===== src/rtl/uart_pkg.sv =====
`default_nettype none
// ============================================================================
// Module   : uart_pkg
// Brief    : Shared UART types, defaults and baud-divisor helper (rx and tx).
// Revision : 1.0 - initial release
// ============================================================================
package uart_pkg;

  localparam int DATA_BITS_DEFAULT = 8;

  typedef enum logic [2:0] {
    IDLE  = 3'd0,
    START = 3'd1,
    DATA  = 3'd2,
    STOP  = 3'd3,
    BREAK = 3'd4
  } rx_state_e;

  // Clocks per bit, rounded to nearest.
  function automatic int calc_clks_per_bit(input int clk_freq, input int baud);
    return (clk_freq + (baud / 2)) / baud;
  endfunction

endpackage
`default_nettype wire


===== src/rtl/uart_sync2.sv =====
`default_nettype none
// ============================================================================
// Module   : uart_sync2
// Brief    : Two-flop synchroniser for a single asynchronous level input.
// Revision : 1.0 - initial release
// ============================================================================
module uart_sync2 #(
  parameter logic RESET_VAL = 1'b1
) (
  input  logic clk,
  input  logic rst_n,
  input  logic d,
  output logic q
);

  logic meta_q;
  logic meta_d;
  logic sync_q;
  logic sync_d;

  always_comb begin
    meta_d = d;
    sync_d = meta_q;
  end

  always_ff @(posedge clk or negedge rst_n) begin
    if (!rst_n) begin
      meta_q <= RESET_VAL;
      sync_q <= RESET_VAL;
    end else begin
      meta_q <= meta_d;
      sync_q <= sync_d;
    end
  end

  assign q = sync_q;

endmodule
`default_nettype wire


===== src/rtl/uart_rx_core.sv =====
`default_nettype none
// ============================================================================
// Module   : uart_rx_core
// Brief    : 8N1 UART receiver with mid-bit sampling and valid/ready output.
// Revision : 1.0 - initial release
// ============================================================================
module uart_rx_core
  import uart_pkg::*;
#(
  parameter int CLK_FREQ     = 100_000_000,
  parameter int BAUD         = 9600,
  parameter int CLKS_PER_BIT = calc_clks_per_bit(CLK_FREQ, BAUD),
  parameter int DATA_BITS    = DATA_BITS_DEFAULT
) (
  input  logic                 clk,
  input  logic                 rst_n,
  input  logic                 uart_rx,
  output logic [DATA_BITS-1:0] rx_data,
  output logic                 rx_valid,
  input  logic                 rx_ready,
  output logic                 frame_err,
  output logic                 overrun,
  output logic                 busy
);

  localparam int c_cnt_w = $clog2(CLKS_PER_BIT);
  localparam int c_bit_w = (DATA_BITS > 1) ? $clog2(DATA_BITS) : 1;

  localparam logic [c_cnt_w-1:0] c_cnt_one  = c_cnt_w'(1);
  localparam logic [c_cnt_w-1:0] c_half_bit = c_cnt_w'(CLKS_PER_BIT / 2);
  localparam logic [c_cnt_w-1:0] c_last_cnt = c_cnt_w'(CLKS_PER_BIT - 1);
  localparam logic [c_bit_w-1:0] c_last_bit = c_bit_w'(DATA_BITS - 1);

  logic rxs;

  rx_state_e              state_q,     state_d;
  logic [c_cnt_w-1:0]     cnt_q,       cnt_d;
  logic [c_bit_w-1:0]     bit_q,       bit_d;
  logic [DATA_BITS-1:0]   shift_q,     shift_d;
  logic [DATA_BITS-1:0]   rx_data_q,   rx_data_d;
  logic                   rx_valid_q,  rx_valid_d;
  logic                   frame_err_q, frame_err_d;
  logic                   overrun_q,   overrun_d;

  uart_sync2 #(
    .RESET_VAL (1'b1)
  ) u_rx_sync (
    .clk   (clk),
    .rst_n (rst_n),
    .d     (uart_rx),
    .q     (rxs)
  );

  always_comb begin
    state_d     = state_q;
    cnt_d       = cnt_q;
    bit_d       = bit_q;
    shift_d     = shift_q;
    rx_data_d   = rx_data_q;
    rx_valid_d  = rx_valid_q & ~rx_ready;
    frame_err_d = 1'b0;
    overrun_d   = 1'b0;

    unique case (state_q)
      IDLE: begin
        cnt_d = '0;
        if (!rxs) begin
          // The cycle that sees the start edge is clock 0 of the start bit.
          state_d = START;
          cnt_d   = c_cnt_one;
        end
      end

      START: begin
        if (cnt_q == c_half_bit) begin
          cnt_d = '0;
          if (rxs) begin
            state_d = IDLE;
          end else begin
            state_d = DATA;
            bit_d   = '0;
          end
        end else begin
          cnt_d = cnt_q + 1'b1;
        end
      end

      DATA: begin
        if (cnt_q == c_last_cnt) begin
          cnt_d          = '0;
          shift_d[bit_q] = rxs;
          if (bit_q == c_last_bit) begin
            state_d = STOP;
          end else begin
            bit_d = bit_q + 1'b1;
          end
        end else begin
          cnt_d = cnt_q + 1'b1;
        end
      end

      STOP: begin
        if (cnt_q == c_last_cnt) begin
          cnt_d = '0;
          if (rxs) begin
            // Back to IDLE at mid-stop so a following start bit is not missed.
            state_d = IDLE;
            if (!rx_valid_q || rx_ready) begin
              rx_data_d  = shift_q;
              rx_valid_d = 1'b1;
            end else begin
              overrun_d = 1'b1;
            end
          end else begin
            frame_err_d = 1'b1;
            state_d     = BREAK;
          end
        end else begin
          cnt_d = cnt_q + 1'b1;
        end
      end

      BREAK: begin
        cnt_d = '0;
        if (rxs) begin
          state_d = IDLE;
        end
      end

      default: begin
        state_d = IDLE;
        cnt_d   = '0;
      end
    endcase
  end

  always_ff @(posedge clk or negedge rst_n) begin
    if (!rst_n) begin
      state_q     <= IDLE;
      cnt_q       <= '0;
      bit_q       <= '0;
      shift_q     <= '0;
      rx_data_q   <= '0;
      rx_valid_q  <= 1'b0;
      frame_err_q <= 1'b0;
      overrun_q   <= 1'b0;
    end else begin
      state_q     <= state_d;
      cnt_q       <= cnt_d;
      bit_q       <= bit_d;
      shift_q     <= shift_d;
      rx_data_q   <= rx_data_d;
      rx_valid_q  <= rx_valid_d;
      frame_err_q <= frame_err_d;
      overrun_q   <= overrun_d;
    end
  end

  assign rx_data   = rx_data_q;
  assign rx_valid  = rx_valid_q;
  assign frame_err = frame_err_q;
  assign overrun   = overrun_q;
  assign busy      = (state_q != IDLE);

endmodule
`default_nettype wire


===== config.mk =====
export PLATFORM = sky130hd
export DESIGN_NAME = uart_rx_core
export DESIGN_NICKNAME = d
export VERILOG_FILES = /design/src/rtl/uart_pkg.sv /design/src/rtl/uart_sync2.sv /design/src/rtl/uart_rx_core.sv
export SDC_FILE = /design/constraint.sdc
export NUM_CORES = 1
export LEC_CHECK = 0
export ABC_AREA = 1
export BUFFER_PORTS_ARGS = -buffer_cell sky130_fd_sc_hd__buf_2
export CAP_MARGIN = 30
export CELL_PAD_IN_SITES_DETAIL_PLACEMENT = 0
export CELL_PAD_IN_SITES_GLOBAL_PLACEMENT = 1
export CORE_ASPECT_RATIO = 1.75
export CORE_MARGIN = 2
export CORE_UTILIZATION = 48
export DETAILED_ROUTE_END_ITERATION = 8
export PLACE_DENSITY = 0.9
export SLEW_MARGIN = 20
export SYNTH_ARGS = -nofsm -noshare
export SYNTH_HDL_FRONTEND = slang
export SYNTH_SLANG_ARGS = --single-unit

===== constraint.sdc =====
create_clock -name clk -period 4.9 [get_ports clk]
set_clock_uncertainty 0.15 [all_clocks]
set_input_delay 0.49 -clock clk [delete_from_list [all_inputs] [get_ports clk]]
set_output_delay 0.49 -clock clk [all_outputs]
set_load 0.005 [all_outputs]

==> flow_summary.json, run 1 <==
{
  "initial_core_util_pct": 49.83,
  "critPathCaptureType": "flop",
  "clk_pin_slew_ns": 0.08,
  "die_height_um": 93.04,
  "seq_area_frac_synth_pct": 47.30,
  "top_layer": "met4",
  "peakVddDrop_v": 0.0001790,
  "grt_first_pass_wirelength_mm": 7.686,
  "synth_top_cell_area_share_pct": 44.88,
  "critPathMaxFanout": 12,
  "path_buf_inv": 2,
  "syn-num-nets": 279,
  "rsz0062_at_grt": "no",
  "regToRegSetupSlack_ns": 3.07,
  "fmax_mhz": 546.8,
  "layout_commonest_cell": "nand2_1",
  "placement.cell_area_mm2": 0.002286,
  "grt_pass1_vias": 1729,
  "hold_depth": 1,
  "track_usage_pct": 20.66,
  "root_buffer": "clkbuf_8",
  "dr_wl_met3_um": 119,
  "holdCritStartpoint": "uart_rx",
  "layout_common_cells": "nand2_1, inv_1, dfrtp_1, nor2_1, nand3_1",
  "period_minus_slack_ns": 1.829,
  "cts-buffers-inserted": 5,
  "status": "finished clean",
  "worst_pin_slew_ns": 0.3545,
  "cts_max_level": 2,
  "clk_path_buf_depth": 2,
  "synth_area_per_cell_um2": 8.024,
  "via_per_inst": 5.084,
  "grt_max_degree": 42,
  "post-place-ws_ns": 3.089,
  "syn2layout_area_growth_pct": 10.93,
  "wl_met1_mm": 1.773,
  "drv_slew": 0,
  "dp.cells": 334,
  "hold_end": "u_rx_sync.meta_q",
  "setup_violations": 0,
  "io_pins": 16,
  "powerDensity_mw_per_mm2": 242.1,
  "diodes": 0,
  "gp_congestion": 0.9024,
  "ys_types": 29,
  "setup_slack_ns": 3.071,
  "critical_path_required_ns": 4.93,
  "r2r_cells": 9,
  "hold_viol_final": 0,
  "drv_cap": 0,
  "path_delay_family": "simple AND/OR/NAND/NOR gates",
  "critPathLaunchType": "flop",
  "power_uw": 584.0,
  "synth.ff_latch_count": 41,
  "cts_tree": "yes",
  "ant_nets": 0,
  "wl_per_cell_um": 13.14,
  "drt_pass1_iterations": 4,
  "stdcell_count": 344,
  "drt_iter0_markers": 43,
  "synth_area_mm2": 0.002175,
  "fin_crit_sh_pct": 37.32,
  "cp_cell_sequence": "inv_1 -> ha_1 -> nand2_1 -> nor3_1 -> nand2_1 -> nand2_2 -> nand2_2 -> inv_2 -> nor2_1",
  "grt_overflow": 0,
  "r2r_start": "cnt_q[0]",
  "core.rowCount": 32,
  "core_mm2": 0.004364,
  "routed-via-count": 1749,
  "totalWireLength_mm": 4.520,
  "stdcell_area_mm2": 0.002412,
  "io_buffer_count": 15,
  "cpPeakStageDelay_ns": 0.41,
  "yosysWarningCount": 0,
  "dieArea_mm2": 0.005106,
  "reg2reg_to": "cnt_q[12]",
  "post-cts-setup-buffers": 0,
  "critical_path_arrival_ns": 1.86,
  "synth_top_area_cell": "dfrtp_1",
  "crit_type": "flop to flop",
  "drcViolationCount": 0,
  "die_w_um": 54.88,
  "tns_ns": 0,
  "wl_met2_mm": 2.536,
  "power.leakage_uw": 0.001164,
  "hold_class": "primary input to flop",
  "nets": 300,
  "slew_headroom_pct": 76.15,
  "postSynthCellCount": 271,
  "cts.sinks": 41,
  "antenna_found_initial": 0,
  "worst_path_max_delay_cell": "dfrtp_1",
  "hpwl_mm": 3.445,
  "clk_latency_ns": 0.29,
  "synthTopCellsByArea": "dfrtp_1, nand2_1, inv_1",
  "layout-drive-gt1-share_pct": 17.41
}
[Yosys cell counts]
cell	instances
nand2_1	61
inv_1	40
dfrtp_1	39
nor2_1	37
nand3_1	16
nor3_1	10
nand4_1	9
o21ai_0	9
o21ai_2	8
xor2_1	8
nand2_2	6
ha_1	4
nor2_2	3
buf_6	2
dfstp_2	2
inv_2	2
o21ai_1	2
o31ai_1	2
a21oi_1	1
and3_1	1
buf_2	1
clkinv_2	1
nand2_4	1
nand3_4	1
nand4_2	1
nor2_4	1
nor4_1	1
or2_2	1
xnor2_1	1
[worst max path at each step]
| stage | from | to | slack, ns | cells past startpoint |
|---|---|---|---|---|
| 3_3_place_gp | cnt_q[0] | cnt_q[9] | 3.16 | 9 |
| 4_1_cts | cnt_q[0] | cnt_q[12] | 3.06 | 9 |
| 6_report | cnt_q[0] | cnt_q[12] | 3.07 | 9 |
| 5_1_grt | cnt_q[0] | cnt_q[12] | 2.96 | 9 |
| 2_1_floorplan | cnt_q[0] | cnt_q[9] | 3.29 | 10 |
| 3_5_place_dp | cnt_q[0] | cnt_q[12] | 3.09 | 9 |
[flip-flops by register name, summed over array words and instances, names as in the netlist]
signal            count
rx_data               8
rx_valid              1
overrun               1
frame_err             1
u_rx_sync.q           1
bit_q                 3
u_rx_sync.meta_q      1
state_q               3
cnt_q                14
shift_q               8
[power breakdown]
part / internal (µW) / switching, µW / total [µW]
logic: 3.41 / 9.08 / 12.5
registers: 340 / 0.512 / 340
clock network: 114 / 117 / 231
[routing by layer]
layer	track usage, %	vias up
met3	3.514	8
met2	36.21	37
li1	-	891
met1	23.39	813
met5	0	-
met4	8.333	0
[per-stage QoR]
stage / util [%] / hold slack, ns
finish: 55.28 / 0.1455
global route: 55.28 / 0.1361
CTS: 54.59 / 0.1345
detailed placement: 52.38 / 0.1975
global placement: 52.38 / 0.1954
floorplan: - / 0.04441
[cells by family (layout without fill, tap and decap cells)]
group           Yosys count  count (layout)  share of synthesized area (%)
fa+ha+maj                 4               4                          2.302
buf+inv                  46              68                          8.745
simple gates            149             149                          31.36
flops                    41              41                          47.30
compound gates           22              22                          6.674
xor+xnor                  9               9                          3.625
[final cells by class]
cell class                 instances  area, µm²
timing repair buffer              17      105.1
inverter                          43      162.7
clock buffer                       6      82.58
multi-input combinational        184      955.9
sequential                        41       1028
tap                               51      63.81
fill                             396       1952
clock inverter                     2      13.76
[what timing repair did]
item	4_1_cts	5_1_grt
hold buffers	0	1
endpoints found under the hold margin	0	8
resized for setup	0	0
(Power assumes the default switching activity.)
==> inputs of run 2 (changes only) <==
ABC_AREA = 0   (was 1)
CORE_UTILIZATION = 43   (was 48)
PLACE_DENSITY = 0.81   (was 0.9)
clock period = 1.68 ns   (was 4.9 ns; I/O delays follow)
==> flow_summary.json, run 2 <==
{
  "fin_util_pct": 61.23,
  "yosysWarningCount": 0,
  "setup_slack_ns": -0.3636,
  "core_mm2": 0.004624,
  "die_height_um": 95.11,
  "critical_path_arrival_ns": 2.07,
  "wl_per_cell_um": 17.83,
  "core.rowCount": 33,
  "hold_viol_final": 0,
  "antenna_found_initial": 0,
  "r2r_cells": 7,
  "cts_max_level": 2,
  "root_buffer": "clkbuf_8",
  "drt_pass1_iterations": 4,
  "synthTopCellsByArea": "dfrtp_1, mux2_2, nor2_1",
  "drcViolationCount": 0,
  "via_per_inst": 5.616,
  "initial_core_util_pct": 44.10,
  "synth-edff-count": 0,
  "grt_use_met1_pct": 20.91,
  "cp.depth": 7,
  "drv_slew": 0,
  "critPathMaxFanout": 4,
  "synth_area_mm2": 0.002039,
  "powerDensity_mw_per_mm2": 706.6,
  "dieArea_mm2": 0.005332,
  "path_delay_family": "simple AND/OR/NAND/NOR gates",
  "cts.sinks": 41,
  "grt_overflow": 0,
  "cp_cell_sequence": "inv_1 -> ha_1 -> nor4b_4 -> nand4_2 -> nor3b_4 -> buf_4 -> mux2_2",
  "layout_common_cells": "dfrtp_1, buf_4, buf_2, nand2_1, nor2_2",
  "peakVddDrop_v": 0.0007744,
  "synth_top_area_cell": "dfrtp_1",
  "diodes": 0,
  "yosysMostFrequentCell": "dfrtp_1",
  "hold_class": "primary input to flop",
  "violations": "setup timing",
  "met3_usage_pct": 3.256,
  "drv_cap": 0,
  "power.leakage_uw": 0.001344,
  "worst_pin_slew_ns": 0.4500,
  "cts-buffers-inserted": 5,
  "status": "finished with violations",
  "top_register": "cnt_q",
  "syn-num-nets": 188,
  "critical_path_required_ns": 1.71,
  "ant_nets": 0,
  "clk_pin_slew_ns": 0.09,
  "fin_crit_sh_pct": 121.6,
  "largest_reg_flops": 14,
  "ys_types": 49,
  "clk_path_buf_depth": 2,
  "synth.ff_latch_count": 41,
  "gp_congestion": 0.9351,
  "grt_pass1_vias": 1752,
  "cpPeakStageDelay_ns": 0.39,
  "die_w_um": 56.06,
  "crit_type": "flop to flop",
  "hold_depth": 3,
  "period_minus_slack_ns": 2.044,
  "worst_path_max_delay_cell": "dfrtp_1",
  "critPathLaunchType": "flop",
  "slew_headroom_pct": 70.00,
  "postSynthCellCount": 180,
  "drt_iter0_markers": 63,
  "hpwl_mm": 3.545,
  "synth_top_cell_area_share_pct": 47.85,
  "io_pins": 16,
  "track_usage_pct": 20.62,
  "setup_violations": 38,
  "synth_flop_cell": "dfrtp_1",
  "synth_area_per_cell_um2": 11.33,
  "top_usage_layer": "met2",
  "fillers": 378,
  "layout-drive-gt1-share_pct": 50.83,
  "seq_area_frac_synth_pct": 50.43,
  "io_buffer_count": 15,
  "rsz0062_at_grt": "yes",
  "routed-via-count": 1640,
  "tns_ns": -10.24,
  "post-place-ws_ns": -0.3555,
  "path_buf_inv": 2,
  "grt_max_degree": 25,
  "grt_first_pass_wirelength_mm": 8.445,
  "cts_tree": "yes",
  "fmax_mhz": 489.3,
  "clk_latency_ns": 0.29,
  "synth_common_cells": "dfrtp_1, nor2_1, mux2_2, nand2_1, nand3_1",
  "grtUsageMet2_pct": 41.27,
  "syn2layout_area_growth_pct": 38.83,
  "layout_commonest_cell": "dfrtp_1",
  "critPathCaptureType": "flop",
  "nets": 247,
  "async_flop_share_pct": 100.0,
  "totalWireLength_mm": 5.206
}
## run 2: logic make-up (layout without fill, tap and decap cells)
logic type                 count (synthesis)  after routing  share of synthesized area (%)
DFF                                       41             41                          50.43
and+or+nand+nor                           79             79                          22.76
adders and majority gates                  4              4                          2.454
AOI/OAI and AO/OA                         17             18                          7.301
muxes                                     17             17                          9.386
xor gates and xnor gates                  11             11                          4.724
buffers and inverters                     11             70                          2.944
## run 2: cell type report
class / instances / area [µm²] / area share [%]
well taps: 52 / 65.06 / 2.298
multi-input cells: 129 / 1155 / 40.79
repair buffers: 59 / 434.2 / 15.33
clock buffers: 5 / 68.82 / 2.430
flip-flops and latches: 41 / 1028 / 36.32
clock inverters: 3 / 68.82 / 2.430
inverters: 3 / 11.26 / 0.3977
## run 2: final timing paths
kind / from / to / slack, ns
max reg2reg: cnt_q[1] / rx_data[1] / -0.36
min reg2reg: u_rx_sync.meta_q / u_rx_sync.q / 0.21
max in group asynchronous: rst_n / u_rx_sync.q / 0.62
min: rx_ready / rx_valid / 0.04
min in group asynchronous: rst_n / cnt_q[7] / 0.19
max: cnt_q[1] / rx_data[1] / -0.36
## run 2: metrics by stage
stage	power (µW)	area, µm²	instances	hold WS (ns)
global placement	1056	2504	275	-0.02363
detailed placement	1058	2504	275	-0.01342
floorplan	1023	2136	180	-0.2776
finish	2001	2831	292	0.04266
global route	2055	2831	292	0.06187
CTS	2015	2744	289	0.04793
## run 2: report_power, final
group / total (µW) / leakage, µW / switching (µW) / internal [µW]
clock: 958 / 0.0000687 / 360 / 598
combinational: 50.2 / 0.000728 / 31.8 / 18.4
sequential: 992 / 0.000546 / 1.72 / 990
total: 2000 / 0.00134 / 394 / 1610
## run 2: worst min-delay path, delay by kind of cell
family        cells  cell delay, ns
simple gates      2            0.21
buf+inv           1            0.07
## run 2: what timing repair did
action / 4_1_cts / 5_1_grt
pin swaps: 6 / 4
cloned: 1 / 0
endpoints found under the setup margin: 39 / 39
endpoints found under the hold margin: 18 / 0
setup buffers: 3 / 3
hold buffers: 2 / 0
gates resized for setup: 13 / 19
## run 2: layer usage
| layer | wire (µm) | vias to the layer above | part of all wire (%) |
|---|---|---|---|
| li1 | - | 765 | - |
| met1 | 1879 | 833 | 36 |
| met2 | 3094 | 34 | 59 |
| met3 | 144 | 8 | 2.8 |
| met4 | 87 | 0 | 1.7 |
| met5 | 0 | - | 0 |
==> inputs of run 3 (changes only) <==
==> constraint.sdc (replaced) <==
create_clock -name clk -period 1.68 [get_ports clk]
set_clock_uncertainty 0.15 [all_clocks]
set_input_delay 0.084 -clock clk [delete_from_list [all_inputs] [get_ports clk]]
set_output_delay 0.084 -clock clk [all_outputs]
set_load 0.005 [all_outputs]
==> flow_summary.json, run 3 (synthesis results as in run 2) <==
{
  "hold_viol_final": 0,
  "worst_pin_slew_ns": 0.3232,
  "drv_cap": 0,
  "cts.sinks": 41,
  "critPathMaxFanout": 7,
  "drcViolationCount": 0,
  "via_per_inst": 5.522,
  "syn2layout_area_growth_pct": 32.02,
  "top_register": "cnt_q",
  "layout_common_cells": "dfrtp_1, buf_4, nor2_1, buf_2, nand2_1",
  "ant_nets": 0,
  "critical_path_required_ns": 1.71,
  "placement.cell_area_mm2": 0.002504,
  "fillers": 406,
  "hold_class": "primary input to asynchronous set/reset pin",
  "rsz0062_at_grt": "yes",
  "diodes": 0,
  "fin_crit_sh_pct": 119.5,
  "initial_core_util_pct": 44.10,
  "seq_power_share_pct": 57.9,
  "layout_commonest_cell": "dfrtp_1",
  "setup_slack_ns": -0.3278,
  "drt_iter0_markers": 45,
  "critical_path_arrival_ns": 2.04,
  "pwr-share-clk_pct": 39.1,
  "track_usage_pct": 18.32,
  "io_pins": 16,
  "crit_type": "flop to flop",
  "cts_tree": "yes",
  "drv_slew": 0,
  "powerDensity_mw_per_mm2": 636.0,
  "slew_headroom_pct": 78.26,
  "power_uw": 1712,
  "die_w_um": 56.06,
  "status": "finished with violations",
  "gp_congestion": 0.9035,
  "largest_reg_flops": 14,
  "clk_latency_ns": 0.29,
  "fmax_mhz": 498.1,
  "period_minus_slack_ns": 2.008,
  "wl_per_cell_um": 15.87,
  "peakVddDrop_v": 0.0007043,
  "power_switching_uw": 369.0,
  "antenna_found_initial": 0,
  "dieArea_mm2": 0.005332,
  "fin_util_pct": 58.23,
  "routed-via-count": 1596,
  "grt_first_pass_wirelength_mm": 7.659,
  "root_buffer": "clkbuf_8",
  "swShare_pct": 21.55,
  "nets": 244,
  "violations": "setup timing",
  "core.rowCount": 33,
  "core_mm2": 0.004624,
  "stdcell_count": 289,
  "clk_pin_slew_ns": 0.08,
  "dp.cells": 275,
  "setup_violations": 38,
  "cts_max_level": 2,
  "cts-buffers-inserted": 5,
  "grt_pass1_vias": 1680,
  "totalWireLength_mm": 4.585,
  "grt_max_degree": 42,
  "layout-drive-gt1-share_pct": 42.62,
  "hpwl_mm": 3.430,
  "p_comb_share_pct": 2.9,
  "io_buffer_count": 15,
  "critPathLaunchType": "flop",
  "grt_overflow": 0,
  "power.internal_uw": 1343,
  "clk_path_buf_depth": 2,
  "stdcell_area_mm2": 0.002693,
  "critPathCaptureType": "flop",
  "power.leakage_uw": 0.001298,
  "die_height_um": 95.11,
  "drt_pass1_iterations": 4
}
-- run 3: worst max-delay path, stage by stage (launching register included) --
cell and delay (ns):
dfrtp_1 0.39, inv_1 0.06, ha_1 0.13, nor4b_4 0.24, buf_4 0.16, and4_4 0.29, nand4b_1 0.15, mux2_4 0.32
-- run 3: cell type report --
type | instances | area (µm²) | share of cell area, %
clock inverter | 2 | 13.76 | 0.5112
timing repair buffer | 57 | 414.1 | 15.38
multi-input combinational | 128 | 1077 | 40.01
sequential | 41 | 1028 | 38.20
clock buffer | 6 | 82.58 | 3.067
inverter | 3 | 11.26 | 0.4182
tap | 52 | 65.06 | 2.416
-- run 3: stage by stage --
stage          setup WS, ns  hold WS [ns]  TNS [ns]
2_1_floorplan       -0.2698       -0.3616    -4.366
3_3_place_gp        -0.3157      -0.08321    -8.565
3_5_place_dp        -0.3842      -0.07850    -9.964
4_1_cts             -0.3317        0.1488    -8.852
5_1_grt             -0.4355        0.1828    -13.12
6_report            -0.3278        0.1306    -9.275
-- run 3: repair_timing --
item / in CTS / in global routing
buffers inserted: 2 / 1
endpoints found under the setup margin: 39 / 39
hold buffers: 3 / 0
hold endpoints to repair: 44 / 0
gates resized for setup: 5 / 5
pin swaps: 7 / 5
-- run 3: layer usage --
metal  vias up  routed length, µm  track usage (%)
met2        27               2684            36.08
met3         8                124            2.985
li1        758                  -                -
met4         0                 73            5.952
met5         -                  0                0
met1       803               1702            19.37
-- run 3: worst paths after layout --
kind	cells past startpoint	slack (ns)	start	endpoint
max in group asynchronous	3	0.98	rst_n	u_rx_sync.meta_q
worst max-delay path	7	-0.33	cnt_q[0]	shift_q[0]
min in group clk	0	0.21	u_rx_sync.meta_q	u_rx_sync.q
worst min-delay path	3	0.13	rst_n	cnt_q[6]
worst max register to register	7	-0.33	cnt_q[0]	shift_q[0]
worst min register to register	0	0.21	u_rx_sync.meta_q	u_rx_sync.q
-- run 3: power by group through the flow --
stage | sequential [µW] | clock (µW) | combinational, µW
2_1_floorplan | 1010 | 0 | 11.7
3_3_place_gp | 1010 | 0 | 44.3
3_5_place_dp | 1010 | 0 | 46.2
4_1_cts | 992 | 693 | 51.5
5_1_grt | 992 | 715 | 57.6
6_report | 992 | 670 | 50.3
